[src/rtl/fft_frame_arbiter_if.sv]
// Signal bundle between fft_frame_arbiter, its two sample sources, and the SDF FFT core.
// master = arbiter side, slave = sources/FFT side.
interface fft_frame_arbiter_if #(
  parameter int DATA_WIDTH = 18
);
  logic                         req0;
  logic                         req1;
  logic                         grant0;
  logic                         grant1;
  logic                         src0_valid;
  logic                         src1_valid;
  logic signed [DATA_WIDTH-1:0] src0_r;
  logic signed [DATA_WIDTH-1:0] src0_i;
  logic signed [DATA_WIDTH-1:0] src1_r;
  logic signed [DATA_WIDTH-1:0] src1_i;
  logic                         start_FFT;
  logic signed [DATA_WIDTH-1:0] fft_in_r;
  logic signed [DATA_WIDTH-1:0] fft_in_i;
  logic signed [DATA_WIDTH-1:0] fft_out_r;
  logic signed [DATA_WIDTH-1:0] fft_out_i;
  logic                         data_valid_FFT;
  logic                         out_valid;
  logic signed [DATA_WIDTH-1:0] out_r;
  logic signed [DATA_WIDTH-1:0] out_i;
  logic                         out_chan;
  logic                         out_last;
  logic                         underrun;
  logic                         tag_err;

  modport master (
    input  req0, req1, src0_valid, src1_valid, src0_r, src0_i, src1_r, src1_i,
    input  fft_out_r, fft_out_i, data_valid_FFT,
    output grant0, grant1, start_FFT, fft_in_r, fft_in_i,
    output out_valid, out_r, out_i, out_chan, out_last, underrun, tag_err
  );

  modport slave (
    output req0, req1, src0_valid, src1_valid, src0_r, src0_i, src1_r, src1_i,
    output fft_out_r, fft_out_i, data_valid_FFT,
    input  grant0, grant1, start_FFT, fft_in_r, fft_in_i,
    input  out_valid, out_r, out_i, out_chan, out_last, underrun, tag_err
  );
endinterface

[src/rtl/fft_frame_arbiter.sv]
// Frame arbiter sharing one SDF FFT between two sources; tags frames and re-attaches the tag at the output.
// Define FFT_ARB_FIXED_PRIO_EN for fixed priority (req0 first) instead of round-robin.
module fft_frame_arbiter #(
  parameter int DATA_WIDTH = 18,
  parameter int NFFT       = 64,
  parameter int TAG_DEPTH  = 4
) (
  input logic                 clk,
  input logic                 rst,
  fft_frame_arbiter_if.master bus
);

  localparam int CW = $clog2(NFFT);
  localparam int AW = $clog2(TAG_DEPTH);

  typedef enum logic [1:0] {S_IDLE, S_GRANT, S_STREAM} state_t;

  state_t                       r_state;
  state_t                       w_next;
  logic                         r_winner;
  logic [CW-1:0]                r_cnt;
  logic [CW-1:0]                r_ocnt;
  logic [AW:0]                  r_wptr;
  logic [AW:0]                  r_rptr;
  logic [TAG_DEPTH-1:0]         r_tags;
  logic signed [DATA_WIDTH-1:0] r_fft_r;
  logic signed [DATA_WIDTH-1:0] r_fft_i;
  logic                         r_start;
  logic                         r_out_valid;
  logic signed [DATA_WIDTH-1:0] r_out_r;
  logic signed [DATA_WIDTH-1:0] r_out_i;
  logic                         r_out_chan;
  logic                         r_out_last;
  logic                         r_underrun;
  logic                         r_tag_err;

  logic                         w_pick;
  logic                         w_any_req;
  logic                         w_full;
  logic                         w_empty;
  logic                         w_wrap;
  logic                         w_launch;
  logic                         w_grant0;
  logic                         w_grant1;
  logic                         w_push;
  logic                         w_stream;
  logic                         w_pop;
  logic                         w_head;
  logic                         w_src_valid;
  logic signed [DATA_WIDTH-1:0] w_src_r;
  logic signed [DATA_WIDTH-1:0] w_src_i;

`ifdef FFT_ARB_FIXED_PRIO_EN
  assign w_pick = ~bus.req0;
`else
  logic r_last;

  assign w_pick = (bus.req0 && bus.req1) ? ~r_last : ~bus.req0;

  always_ff @(posedge clk) begin
    if (rst)         r_last <= 1'b1;
    else if (w_push) r_last <= r_winner;
  end
`endif

  assign w_any_req = bus.req0 | bus.req1;
  assign w_full    = (r_wptr - r_rptr) == (AW + 1)'(TAG_DEPTH);
  assign w_empty   = (r_wptr == r_rptr);
  assign w_head    = r_tags[r_rptr[AW-1:0]];
  assign w_wrap    = (r_state == S_STREAM) && (r_cnt == CW'(NFFT - 1));
  // Arbitrating on the wrap cycle as well as in IDLE gives the NFFT+1 back-to-back frame period.
  assign w_launch  = w_any_req && !w_full && ((r_state == S_IDLE) || w_wrap);

  always_ff @(posedge clk) begin
    if (rst) begin
      r_state  <= S_IDLE;
      r_winner <= 1'b0;
    end else begin
      r_state <= w_next;
      if (w_launch) r_winner <= w_pick;
    end
  end

  always_comb begin
    w_next = r_state;
    case (r_state)
      S_IDLE:   if (w_launch) w_next = S_GRANT;
      S_GRANT:  w_next = S_STREAM;
      S_STREAM: if (w_wrap) w_next = w_launch ? S_GRANT : S_IDLE;
      default:  w_next = S_IDLE;
    endcase
  end

  always_comb begin
    w_grant0 = 1'b0;
    w_grant1 = 1'b0;
    w_push   = 1'b0;
    w_stream = 1'b0;
    case (r_state)
      S_GRANT: begin
        w_grant0 = ~r_winner;
        w_grant1 = r_winner;
        w_push   = 1'b1;
      end
      S_STREAM: w_stream = 1'b1;
      default: ;
    endcase
  end

  assign w_src_valid = r_winner ? bus.src1_valid : bus.src0_valid;
  assign w_src_r     = r_winner ? bus.src1_r : bus.src0_r;
  assign w_src_i     = r_winner ? bus.src1_i : bus.src0_i;

  // A tag is only consumed when it exists; an orphan frame end leaves the FIFO alone.
  assign w_pop = bus.data_valid_FFT && !w_empty && (r_ocnt == CW'(NFFT - 1));

  always_ff @(posedge clk) begin
    if (rst) begin
      r_cnt       <= '0;
      r_ocnt      <= '0;
      r_wptr      <= '0;
      r_rptr      <= '0;
      r_tags      <= '0;
      r_fft_r     <= '0;
      r_fft_i     <= '0;
      r_start     <= 1'b0;
      r_out_valid <= 1'b0;
      r_out_r     <= '0;
      r_out_i     <= '0;
      r_out_chan  <= 1'b0;
      r_out_last  <= 1'b0;
      r_underrun  <= 1'b0;
      r_tag_err   <= 1'b0;
    end else begin
      if (w_push)        r_cnt <= '0;
      else if (w_stream) r_cnt <= r_cnt + 1'b1;

      r_fft_r <= (w_stream && w_src_valid) ? w_src_r : '0;
      r_fft_i <= (w_stream && w_src_valid) ? w_src_i : '0;
      r_start <= w_stream && (r_cnt == '0);
      if (w_stream && !w_src_valid) r_underrun <= 1'b1;

      if (w_push) begin
        r_tags[r_wptr[AW-1:0]] <= r_winner;
        r_wptr                 <= r_wptr + 1'b1;
      end
      if (w_pop) r_rptr <= r_rptr + 1'b1;

      if (bus.data_valid_FFT) r_ocnt <= r_ocnt + 1'b1;
      r_out_valid <= bus.data_valid_FFT;
      r_out_r     <= bus.fft_out_r;
      r_out_i     <= bus.fft_out_i;
      r_out_chan  <= bus.data_valid_FFT && !w_empty && w_head;
      r_out_last  <= bus.data_valid_FFT && (r_ocnt == CW'(NFFT - 1));
      if (bus.data_valid_FFT && w_empty) r_tag_err <= 1'b1;
    end
  end

  assign bus.grant0    = w_grant0;
  assign bus.grant1    = w_grant1;
  assign bus.start_FFT = r_start;
  assign bus.fft_in_r  = r_fft_r;
  assign bus.fft_in_i  = r_fft_i;
  assign bus.out_valid = r_out_valid;
  assign bus.out_r     = r_out_r;
  assign bus.out_i     = r_out_i;
  assign bus.out_chan  = r_out_chan;
  assign bus.out_last  = r_out_last;
  assign bus.underrun  = r_underrun;
  assign bus.tag_err   = r_tag_err;

endmodule

[src/flat_wrapper.sv]
// flat-port wrapper written by rule: the top's interface ports become plain ports
module fft_frame_arbiter_flat 
#(
  parameter int DATA_WIDTH = 18,
  parameter int NFFT       = 64,
  parameter int TAG_DEPTH  = 4
)
  (clk, rst, bus_req0, bus_req1, bus_src0_valid, bus_src1_valid, bus_src0_r, bus_src0_i, bus_src1_r, bus_src1_i, bus_fft_out_r, bus_fft_out_i, bus_data_valid_FFT, bus_grant0, bus_grant1, bus_start_FFT, bus_fft_in_r, bus_fft_in_i, bus_out_valid, bus_out_r, bus_out_i, bus_out_chan, bus_out_last, bus_underrun, bus_tag_err);
  fft_frame_arbiter_if #(.DATA_WIDTH(DATA_WIDTH)) bus_i ();
  input logic clk;
  input logic rst;
  input wire logic [$bits(bus_i.req0)-1:0] bus_req0;
  input wire logic [$bits(bus_i.req1)-1:0] bus_req1;
  input wire logic [$bits(bus_i.src0_valid)-1:0] bus_src0_valid;
  input wire logic [$bits(bus_i.src1_valid)-1:0] bus_src1_valid;
  input wire logic [$bits(bus_i.src0_r)-1:0] bus_src0_r;
  input wire logic [$bits(bus_i.src0_i)-1:0] bus_src0_i;
  input wire logic [$bits(bus_i.src1_r)-1:0] bus_src1_r;
  input wire logic [$bits(bus_i.src1_i)-1:0] bus_src1_i;
  input wire logic [$bits(bus_i.fft_out_r)-1:0] bus_fft_out_r;
  input wire logic [$bits(bus_i.fft_out_i)-1:0] bus_fft_out_i;
  input wire logic [$bits(bus_i.data_valid_FFT)-1:0] bus_data_valid_FFT;
  output wire logic [$bits(bus_i.grant0)-1:0] bus_grant0;
  output wire logic [$bits(bus_i.grant1)-1:0] bus_grant1;
  output wire logic [$bits(bus_i.start_FFT)-1:0] bus_start_FFT;
  output wire logic [$bits(bus_i.fft_in_r)-1:0] bus_fft_in_r;
  output wire logic [$bits(bus_i.fft_in_i)-1:0] bus_fft_in_i;
  output wire logic [$bits(bus_i.out_valid)-1:0] bus_out_valid;
  output wire logic [$bits(bus_i.out_r)-1:0] bus_out_r;
  output wire logic [$bits(bus_i.out_i)-1:0] bus_out_i;
  output wire logic [$bits(bus_i.out_chan)-1:0] bus_out_chan;
  output wire logic [$bits(bus_i.out_last)-1:0] bus_out_last;
  output wire logic [$bits(bus_i.underrun)-1:0] bus_underrun;
  output wire logic [$bits(bus_i.tag_err)-1:0] bus_tag_err;
  assign bus_i.req0 = bus_req0;
  assign bus_i.req1 = bus_req1;
  assign bus_i.src0_valid = bus_src0_valid;
  assign bus_i.src1_valid = bus_src1_valid;
  assign bus_i.src0_r = bus_src0_r;
  assign bus_i.src0_i = bus_src0_i;
  assign bus_i.src1_r = bus_src1_r;
  assign bus_i.src1_i = bus_src1_i;
  assign bus_i.fft_out_r = bus_fft_out_r;
  assign bus_i.fft_out_i = bus_fft_out_i;
  assign bus_i.data_valid_FFT = bus_data_valid_FFT;
  assign bus_grant0 = bus_i.grant0;
  assign bus_grant1 = bus_i.grant1;
  assign bus_start_FFT = bus_i.start_FFT;
  assign bus_fft_in_r = bus_i.fft_in_r;
  assign bus_fft_in_i = bus_i.fft_in_i;
  assign bus_out_valid = bus_i.out_valid;
  assign bus_out_r = bus_i.out_r;
  assign bus_out_i = bus_i.out_i;
  assign bus_out_chan = bus_i.out_chan;
  assign bus_out_last = bus_i.out_last;
  assign bus_underrun = bus_i.underrun;
  assign bus_tag_err = bus_i.tag_err;
  fft_frame_arbiter #(.DATA_WIDTH(DATA_WIDTH), .NFFT(NFFT), .TAG_DEPTH(TAG_DEPTH)) u_core (.clk(clk), .rst(rst), .bus(bus_i));
endmodule
[config.mk]
export PLATFORM = sky130hd
export DESIGN_NAME = fft_frame_arbiter_flat
export DESIGN_NICKNAME = d
export VERILOG_FILES = /design/src/rtl/fft_frame_arbiter_if.sv /design/src/rtl/fft_frame_arbiter.sv /design/src/flat_wrapper.sv
export SDC_FILE = /design/constraint.sdc
export NUM_CORES = 1
export LEC_CHECK = 0
export CAP_MARGIN = 20
export CORE_ASPECT_RATIO = 0.75
export CORE_MARGIN = 1.5
export CORE_UTILIZATION = 35
export DETAILED_ROUTE_END_ITERATION = 16
export HOLD_SLACK_MARGIN = 0.12
export PLACE_DENSITY_LB_ADDON = 0.3
export SLEW_MARGIN = 0
export SYNTH_ARGS = -nofsm -noshare
export SYNTH_HDL_FRONTEND = slang
export SYNTH_SLANG_ARGS = --single-unit
[constraint.sdc]
create_clock -name clk -period 1.6 [get_ports clk]
set_clock_uncertainty 0.05 [all_clocks]
set_input_delay 0.24 -clock clk [delete_from_list [all_inputs] [get_ports clk]]
set_output_delay 0.24 -clock clk [all_outputs]
set_load 0.02 [all_outputs]
* Yosys cells after proc, flatten, opt, wreduce, memory -nomap -nowiden *
Index checks and enable logic that the tools add are counted.

operators by class
  add/sub/neg operators = 5
  $lt $le $gt $ge = 3
  eq/ne operators = 8
  multiplexer cells = 17
  bitwise gates (word level) = 5
  reductions and logical operators = 22

operators by type and width
  kind                                                         count
  two-way mux 18 bit                                           2
  logical AND 1 bit                                            13
  adder 6 x 1 -> 6 bit (second input constant)                 2
  == test 6 bit (second input constant)                        2
  two-way mux 1 bit                                            9
  adder 3 x 1 -> 3 bit (second input constant)                 2
  logical NOT 6 bit                                            1
  less-than comparator 2 x 3 -> 1 bit (second input constant)  2
  one-hot mux 2 bit (3 select lines)                           1
  bitwise mux 4 bit                                            1
  two-way mux 2 bit                                            2
  inequality test 2 x 1 -> 1 bit (second input constant)       2
  NOT 1 bit                                                    4
  OR reduction 2 bit                                           2
  == test 3 bit                                                1
  == test 3 bit (second input constant)                        1
  logical NOT 1 bit                                            3
  subtractor 3 bit                                             1
  binary-select mux 1 bit (select 2 bit)                       1
  demux 1 bit (select 2 bit)                                   1
  == test 2 x 1 -> 1 bit (second input constant)               1
  == test 2 bit (second input constant)                        1
  >= comparator 2 x 1 -> 1 bit (second input constant)         1
  logical NOT 2 bit                                            1
  other kinds (3)                                              3

storage, ports and cells
  bits in registers = 104
  bits of input ports = 115
  output and inout bits = 80
  word-level logic and storage cells = 78

* Depth between registers and ports, before layout *
Gate-level depths: netlist (run 1).

  depth after elaboration = 8
  mapped depth = 6

* Least setup slack after synthesis (run 1) *
Ideal clock, no wire load.

  path type = register to register
  from = reg u_core.r_wptr[0]
  to = reg u_core.r_winner
  setup time = 0.121 ns
  arrival time = 1.393 ns
  required time = 1.429 ns
  setup slack = 0.037 ns
  cell stages (with the launch flop) = 7
  buffers on the path = 0
  cells stage by stage = dfxtp_1 -> inv_1 -> ha_1 -> nor2b_1 -> xnor2_1 -> o211ai_1 -> mux2_2

between the ends
  word-level cells in the longest chain between the ends = 5

RTL lines
  what                             RTL line                  text
  start, declared                  fft_frame_arbiter.sv:23   logic [AW:0] r_wptr;
  start signal, assigned           fft_frame_arbiter.sv:145  r_wptr <= r_wptr + 1'b1;
  subtractor 3 bit                 fft_frame_arbiter.sv:67   assign w_full = (r_wptr - r_rptr) == (AW + 1)'(TAG_DEPTH);
  == test 3 bit                    fft_frame_arbiter.sv:67
  logical NOT 1 bit                fft_frame_arbiter.sv:72   assign w_launch = w_any_req && !w_full && ((r_state == S_IDLE) || w_wrap);
  logical AND 1 bit (2 in series)  fft_frame_arbiter.sv:72
  end signal, assigned             fft_frame_arbiter.sv:80   if (w_launch) r_winner <= w_pick;
  end, declared                    fft_frame_arbiter.sv:20   logic r_winner;

Every way passes these cells.
A chain may end at the register's enable or synchronous reset.

* Worst setup path after layout (run 1) *
  from = reg u_core.r_fft_i[12] (netlist: u_core.bus.fft_in_i[12])
  to = out bus_fft_in_i[12]

RTL lines
  what                    RTL line                  text
  start, declared         fft_frame_arbiter.sv:27   logic signed [DATA_WIDTH-1:0] r_fft_i;
  start signal, assigned  fft_frame_arbiter.sv:139  r_fft_i <= (w_stream && w_src_valid) ? w_src_i : '0;
  end, declared           flat_wrapper.sv:27        output wire logic [$bits(bus_i.fft_in_i)-1:0] bus_fft_in_i;

No word-level cell between the ends.

==> flow_summary.json, run 1 <==
{
  "vias": 3081,
  "layout.cells.non_filler": 701,
  "cts_tree": "done",
  "gr-usage-all-layers_pct": 16.68,
  "period_needed_ns": 1.552,
  "antenna_violations_before_repair": 0,
  "worst_r2r_startpoint": "u_core.r_wptr[0]$_SDFFE_PP0P_",
  "netlist.area_leader.share_pct": 56.85,
  "synth_adder_area_share_pct": 3.416,
  "cellPowerDensity_mw_per_mm2": 938.4,
  "fin_util_pct": 60.64,
  "cp_top_family": "buffers and inverters",
  "clock_sink_count": 104,
  "rows": 32,
  "final.setup.tns_ns": 0,
  "path_cells": "clkdlybuf4s50_1",
  "start_kind": "flip-flop",
  "first_global_vias": 3103,
  "placed_cell_area_mm2": 0.005832,
  "post_synth_inst_count": 353,
  "leakagePower_nw": 2.564,
  "antenna_cells": 0,
  "design.core.area_mm2": 0.01025,
  "synthToLayoutAreaGrowth_pct": 69.73,
  "cp_num_buf_inv": 1,
  "global_route.peak_usage_layer": "met2",
  "detail_route.wirelength_um": 9150,
  "synthesized_flop_and_latch_total": 104,
  "grt_util_met1_pct": 17.96,
  "routedWlPerCell_um": 13.05,
  "worst_skew_pair.late_latency_ns": 0.34,
  "synth-xor-area-share_pct": 3.348,
  "setup_violations": 0,
  "reg2reg_slack_ns": 0.09,
  "drt_pre_antenna_iters": 4,
  "cp-startpoint": "u_core.bus.fft_in_i[12]$_SDFF_PP0_",
  "synth.largest_area_cell": "dfxtp_1",
  "async_flop_share_pct": 0,
  "gp_congestion": 0.7531,
  "synth.top_cells.by_area": "dfxtp_1 57%, mux2i_1 10%, nor2b_1 7.3%",
  "timing.final.crit_share_pct": 96.99,
  "clock_tree.htree_level_count": 3,
  "outcome": "finished clean",
  "synth_edf_count": 0,
  "worstPathMaxFanout": 1,
  "synth_sequential_area_ratio_pct": 56.85,
  "synth.yosys.warnings": 0,
  "worst_hold_path_type": "in2reg",
  "cts_max_path_buffers": 2,
  "timing_hold_violations_final": 0,
  "use_met3_pct": 7.035,
  "total_number_of_nets_in_the_final_design": 685,
  "post_synth_and_or_nand_nor_area_fraction_pct": 18.82,
  "numPortBuffers": 194,
  "post_drt_via_cell_ratio": 4.395,
  "synthesis.area_mm2": 0.003662,
  "drv.max_cap_violation_count": 0,
  "initial_cell_density_of_the_core_pct": 35.73,
  "timing_worst_setup_path_type": "reg2out",
  "crit_arrival_ns": 1.26,
  "achievable_freq_mhz": 644.4,
  "synthesis.nets": 478,
  "muxShareOfSynthArea_pct": 11.62,
  "post-route-cell-area_mm2": 0.006216,
  "max_slew.worst_pin.slew_ns": 0.6582,
  "place.detailed.hpwl_um": 6990,
  "synthTopCellsByCount": "104 x dfxtp_1, 60 x nor2_1, 43 x nor2b_1, 38 x mux2i_1, 18 x nand2_1",
  "cts_root_buffer": "clkbuf_16",
  "place_inst": 682,
  "worst_ep_required_time_ns": 1.31,
  "slew_viol_final": 0,
  "timing.critical_path.slowest_stage_cell": "clkdlybuf4s50_1",
  "ir_worst_vdd_uv": 662.3,
  "synth-main-ff-cell": "dfxtp_1",
  "kind_of_end_point_of_the_critical_path": "output port",
  "grt_start_max_net_pins": 42,
  "max-slew-margin-rel_pct": 56.12,
  "synth_top_family_by_area": "simple AND/OR/NAND/NOR gates",
  "wire_length_of_the_first_global_routing_pass_um": 14440,
  "proportion_of_layout_cells_with_a_drive_suffix_above_1_pct": 9.735,
  "clkSlewWorstSetupHoldPaths_ns": 0.07,
  "initialDrtViolationCount": 73,
  "height_of_the_die_um": 91.59,
  "yosysMostFrequentCell": "dfxtp_1",
  "boundaryPins": 195,
  "post_cts_hold_buffer_count": 0,
  "holdCritStartpoint": "rst",
  "drt.antenna.violating_nets": 0,
  "synth_area_per_cell_um2": 10.37,
  "finalPower_mw": 5.833,
  "drc_errors_left": 0,
  "preCtsSetupSlack_ns": -0.1079,
  "finalHoldWorstSlack_ns": 0.2201,
  "fp.dieW_um": 121.1,
  "grt-ovfl-total": 0,
  "synth_cell_type_count": 31,
  "critical-path-max-stage-delay_ns": 0.61,
  "postLayoutSetupSlackWorst_ns": 0.04819,
  "die-area_mm2": 0.01109,
  "gr-usage-met2_pct": 29.69,
  "synth-compound-area-share_pct": 3.280,
  "tritoncts.num_buffers": 9
}
layer usage:
layer | up-vias | part of all wire, % | routed length (um)
li1 | 1553 | - | -
met1 | 1385 | 40 | 3701
met2 | 132 | 49 | 4511
met3 | 11 | 8.9 | 816
met4 | 0 | 1.3 | 120
met5 | - | 0 | 0
logic make-up after synthesis:
group	Yosys count
AND/OR/NAND/NOR	141
flip-flops	104
multiplexers	41
buffers and inverters	23
AO/OA/AOI/OAI	20
XOR/XNOR	14
adder cells (fa/ha/maj)	10
layout make-up:
class	count	area (um2)
clock inverters	6	67.56
repair buffers	214	2116
multi-input cells	226	1528
fillers	885	4034
clock buffers	10	229.0
inverters	5	18.77
well taps	136	170.2
flip-flops and latches	104	2087
state kept, by name, summed over array words and instances (netlist names), 2 cells and up:
register and count:
u_core.r_wptr 3, u_core.bus.fft_in_i 18, u_core.r_tags 4, u_core.bus.fft_in_r 18, u_core.r_state 2, u_core.r_cnt 6
u_core.r_rptr 3, u_core.bus.out_r 18, u_core.bus.out_i 18, u_core.r_ocnt 6
placed cells by master (no fill, tap or decap), drive strengths merged, types with 3 or more instances in the layout:
master / count
dlymetal6s2s: 11
clkbuf: 10
nand2: 18
dfxtp: 104
a21oi: 12
nand4: 3
nand3: 5
o21ai: 4
buf: 23
nand2b: 3
xnor2: 6
inv: 6
nor2: 60
nor2b: 43
mux2i: 38
clkdlybuf4s50: 179
xor2: 8
ha: 10
path summary, 6_finish.rpt:
check / endpoint / depth (start not counted)
setup / recovery: bus_fft_in_i[12] / 1
hold / removal: u_core.r_state[0]$_SDFFE_PP0P_ / 2
setup reg to reg: u_core.r_rptr[1]$_SDFFE_PP0P_ / 6
hold reg to reg: u_core.r_tags[2]$_SDFFE_PP0P_ / 2
where the power goes:
| group | switching, mW | total (mW) | internal, mW |
|---|---|---|---|
| clock network | 0.935 | 2.15 | 1.22 |
| logic | 0.384 | 0.949 | 0.564 |
| registers | 0.0411 | 2.73 | 2.69 |
| total | 1.36 | 5.83 | 4.47 |
what timing repair did:
item	in CTS	in global routing
pin swaps	0	3
setup buffers	0	3
setup endpoints to repair	3	13
gates resized for setup	10	22
Note: power is estimated with default switching activity, not from simulation.
==> inputs of run 2 (changes only) <==
--- a/config.mk
+++ b/config.mk
@@ -10,6 +10,7 @@
 export CORE_MARGIN = 1.5
 export CORE_UTILIZATION = 35
 export DETAILED_ROUTE_END_ITERATION = 16
+export GPL_TIMING_DRIVEN = 0
 export HOLD_SLACK_MARGIN = 0.12
 export PLACE_DENSITY_LB_ADDON = 0.3
 export SLEW_MARGIN = 0
==> run 2 against run 1 <==
  * Setup slack got worse by 0.024 ns
  * Fmax fell by 1.5%
  * Utilization fell by 0.18 points
  * Power rose by 0.84%
  * Sequential power barely moved
  * Cell count rose by 0.14%
  * Register-to-register slack got worse by 0.07 ns
  * Wire length fell by 0.35%
==> flow_summary.json, run 2 (same netlist as run 1, synthesis figures left out) <==
{
  "outcome": "finished clean",
  "cp-startpoint": "u_core.r_rptr[1]$_SDFFE_PP0P_",
  "layout.area.seq_mm2": 0.002092,
  "holdCritStartpoint": "rst",
  "multi_input_area_mm2": 0.001550,
  "preCtsSetupSlack_ns": -0.3223,
  "fillerInstances": 891,
  "crit_arrival_ns": 1.75,
  "gp_congestion": 0.8143,
  "clkSlewWorstSetupHoldPaths_ns": 0.07,
  "height_of_the_die_um": 91.59,
  "slew_viol_final": 0,
  "rows": 32,
  "cts_tree": "done",
  "post-route-cell-area_mm2": 0.006197,
  "postLayoutSetupSlackWorst_ns": 0.02412,
  "grt_start_max_net_pins": 19,
  "placed_cell_area_mm2": 0.005754,
  "leakagePower_nw": 2.502,
  "power.sequential.fraction_pct": 46.5,
  "timing_hold_violations_final": 0,
  "hold_depth": 2,
  "max_slew.worst_pin.slew_ns": 0.5092,
  "total_switching_power_mw": 1.395,
  "swShare_pct": 23.71,
  "initial_cell_density_of_the_core_pct": 35.73,
  "antenna_violations_before_repair": 0,
  "routedWlPerCell_um": 12.99,
  "combPwrFrac_pct": 16.3,
  "clock_sink_count": 104,
  "die-area_mm2": 0.01109,
  "initialDrtViolationCount": 64,
  "fp.dieW_um": 121.1,
  "numPortBuffers": 192,
  "drc_errors_left": 0,
  "drt.antenna.violating_nets": 0,
  "layout.cells.non_filler": 702,
  "drv.max_cap_violation_count": 0,
  "cp_num_buf_inv": 1,
  "drt_pre_antenna_iters": 4,
  "worst_hold_path_type": "in2reg",
  "cellPowerDensity_mw_per_mm2": 949.2,
  "boundaryPins": 195,
  "most-common-layout-cells": "182 x clkdlybuf4s50_1, 98 x dfxtp_1, 60 x nor2_1",
  "design.core.area_mm2": 0.01025,
  "grt-ovfl-total": 0,
  "r2r_cells": 5,
  "proportion_of_layout_cells_with_a_drive_suffix_above_1_pct": 9.541,
  "place_inst": 681,
  "worstPathMaxFanout": 4,
  "start_kind": "flip-flop",
  "worstSetupPathDepth": 5,
  "timing_worst_setup_path_type": "reg2reg",
  "path_cells": "inv_1, ha_4, nand2_1, o211ai_1, mux2_2",
  "synthToLayoutAreaGrowth_pct": 69.22,
  "gr-usage-all-layers_pct": 16.01,
  "timing.critical_path.slowest_stage_cell": "mux2_2",
  "cp_top_family": "multiplexers",
  "total_number_of_nets_in_the_final_design": 686,
  "worst_skew_pair.late_latency_ns": 0.33,
  "antenna_cells": 0,
  "place.detailed.hpwl_um": 7057,
  "internal_power_mw": 4.487,
  "cts_root_buffer": "clkbuf_16",
  "vias": 3127,
  "first_global_vias": 2906,
  "detail_route.wirelength_um": 9118,
  "timing.final.crit_share_pct": 98.49,
  "critical-path-max-stage-delay_ns": 0.37,
  "clkPwrFrac_pct": 37.3,
  "period_needed_ns": 1.576,
  "kind_of_end_point_of_the_critical_path": "flip-flop",
  "wire_length_of_the_first_global_routing_pass_um": 13770,
  "achievable_freq_mhz": 634.6,
  "cts_max_path_buffers": 2,
  "worst_ep_required_time_ns": 1.77,
  "final.setup.tns_ns": 0,
  "post_cts_hold_buffer_count": 0,
  "tritoncts.num_buffers": 9,
  "most_frequent_standard_cell_in_the_layout_excluding_fill_and_tap_cells": "clkdlybuf4s50_1",
  "ir_worst_vdd_uv": 526.9,
  "finalHoldWorstSlack_ns": 0.2167,
  "setup_violations": 0,
  "max-slew-margin-rel_pct": 66.05,
  "clock_tree.htree_level_count": 3,
  "post_drt_via_cell_ratio": 4.454,
  "worst_r2r_startpoint": "u_core.r_rptr[1]$_SDFFE_PP0P_"
}
==> run 2: power by group through the flow <==
stage | clock network [mW] | registers (mW) | logic (mW)
2_1_floorplan | 0 | 2.88 | 0.331
5_1_grt | 2.36 | 2.74 | 1.03
3_5_place_dp | 0 | 2.79 | 0.923
6_report | 2.19 | 2.73 | 0.957
3_3_place_gp | 0 | 2.78 | 0.906
4_1_cts | 2.26 | 2.73 | 0.959
==> run 2: layer usage <==
layer	up-vias	share of wire (%)	GRT usage, %
met5	-	0	0
met4	0	1.1	4.706
met3	11	9.7	6.093
met2	140	49	28.13
met1	1413	40	17.98
li1	1563	-	-
==> run 2: worst paths after layout <==
| check | endpoint | slack [ns] |
|---|---|---|
| setup / recovery | u_core.r_winner$_SDFFE_PP0P_ | 0.02 |
| hold / removal | u_core.bus.out_valid$_SDFF_PP0_ | 0.22 |
| setup reg to reg | u_core.r_winner$_SDFFE_PP0P_ | 0.02 |
| hold reg to reg | u_core.r_tags[2]$_SDFFE_PP0P_ | 0.41 |
==> run 2: area by class of cell <==
type | count | area share (%)
well taps | 136 | 2.746
repair buffers | 197 | 31.78
flip-flops and latches | 104 | 33.76
clock inverters | 6 | 1.191
inverters | 5 | 0.3432
clock buffers | 10 | 3.695
plain buffers | 18 | 1.474
multi-input cells | 226 | 25.02
==> run 2: what timing repair did <==
item	in CTS	in global routing
resized for setup	23	21
buffers inserted	3	2
endpoints found under the setup margin	36	42
hold endpoints to repair	0	0
pin swaps	2	4
gates cloned	0	0
==> run 2: through the flow <==
step           power, mW  utilization (%)
6_report           5.882            60.46
5_1_grt            6.135            60.46
4_1_cts            5.950            59.67
3_5_place_dp       3.712            56.14
3_3_place_gp       3.689            56.14
2_1_floorplan      3.207                -
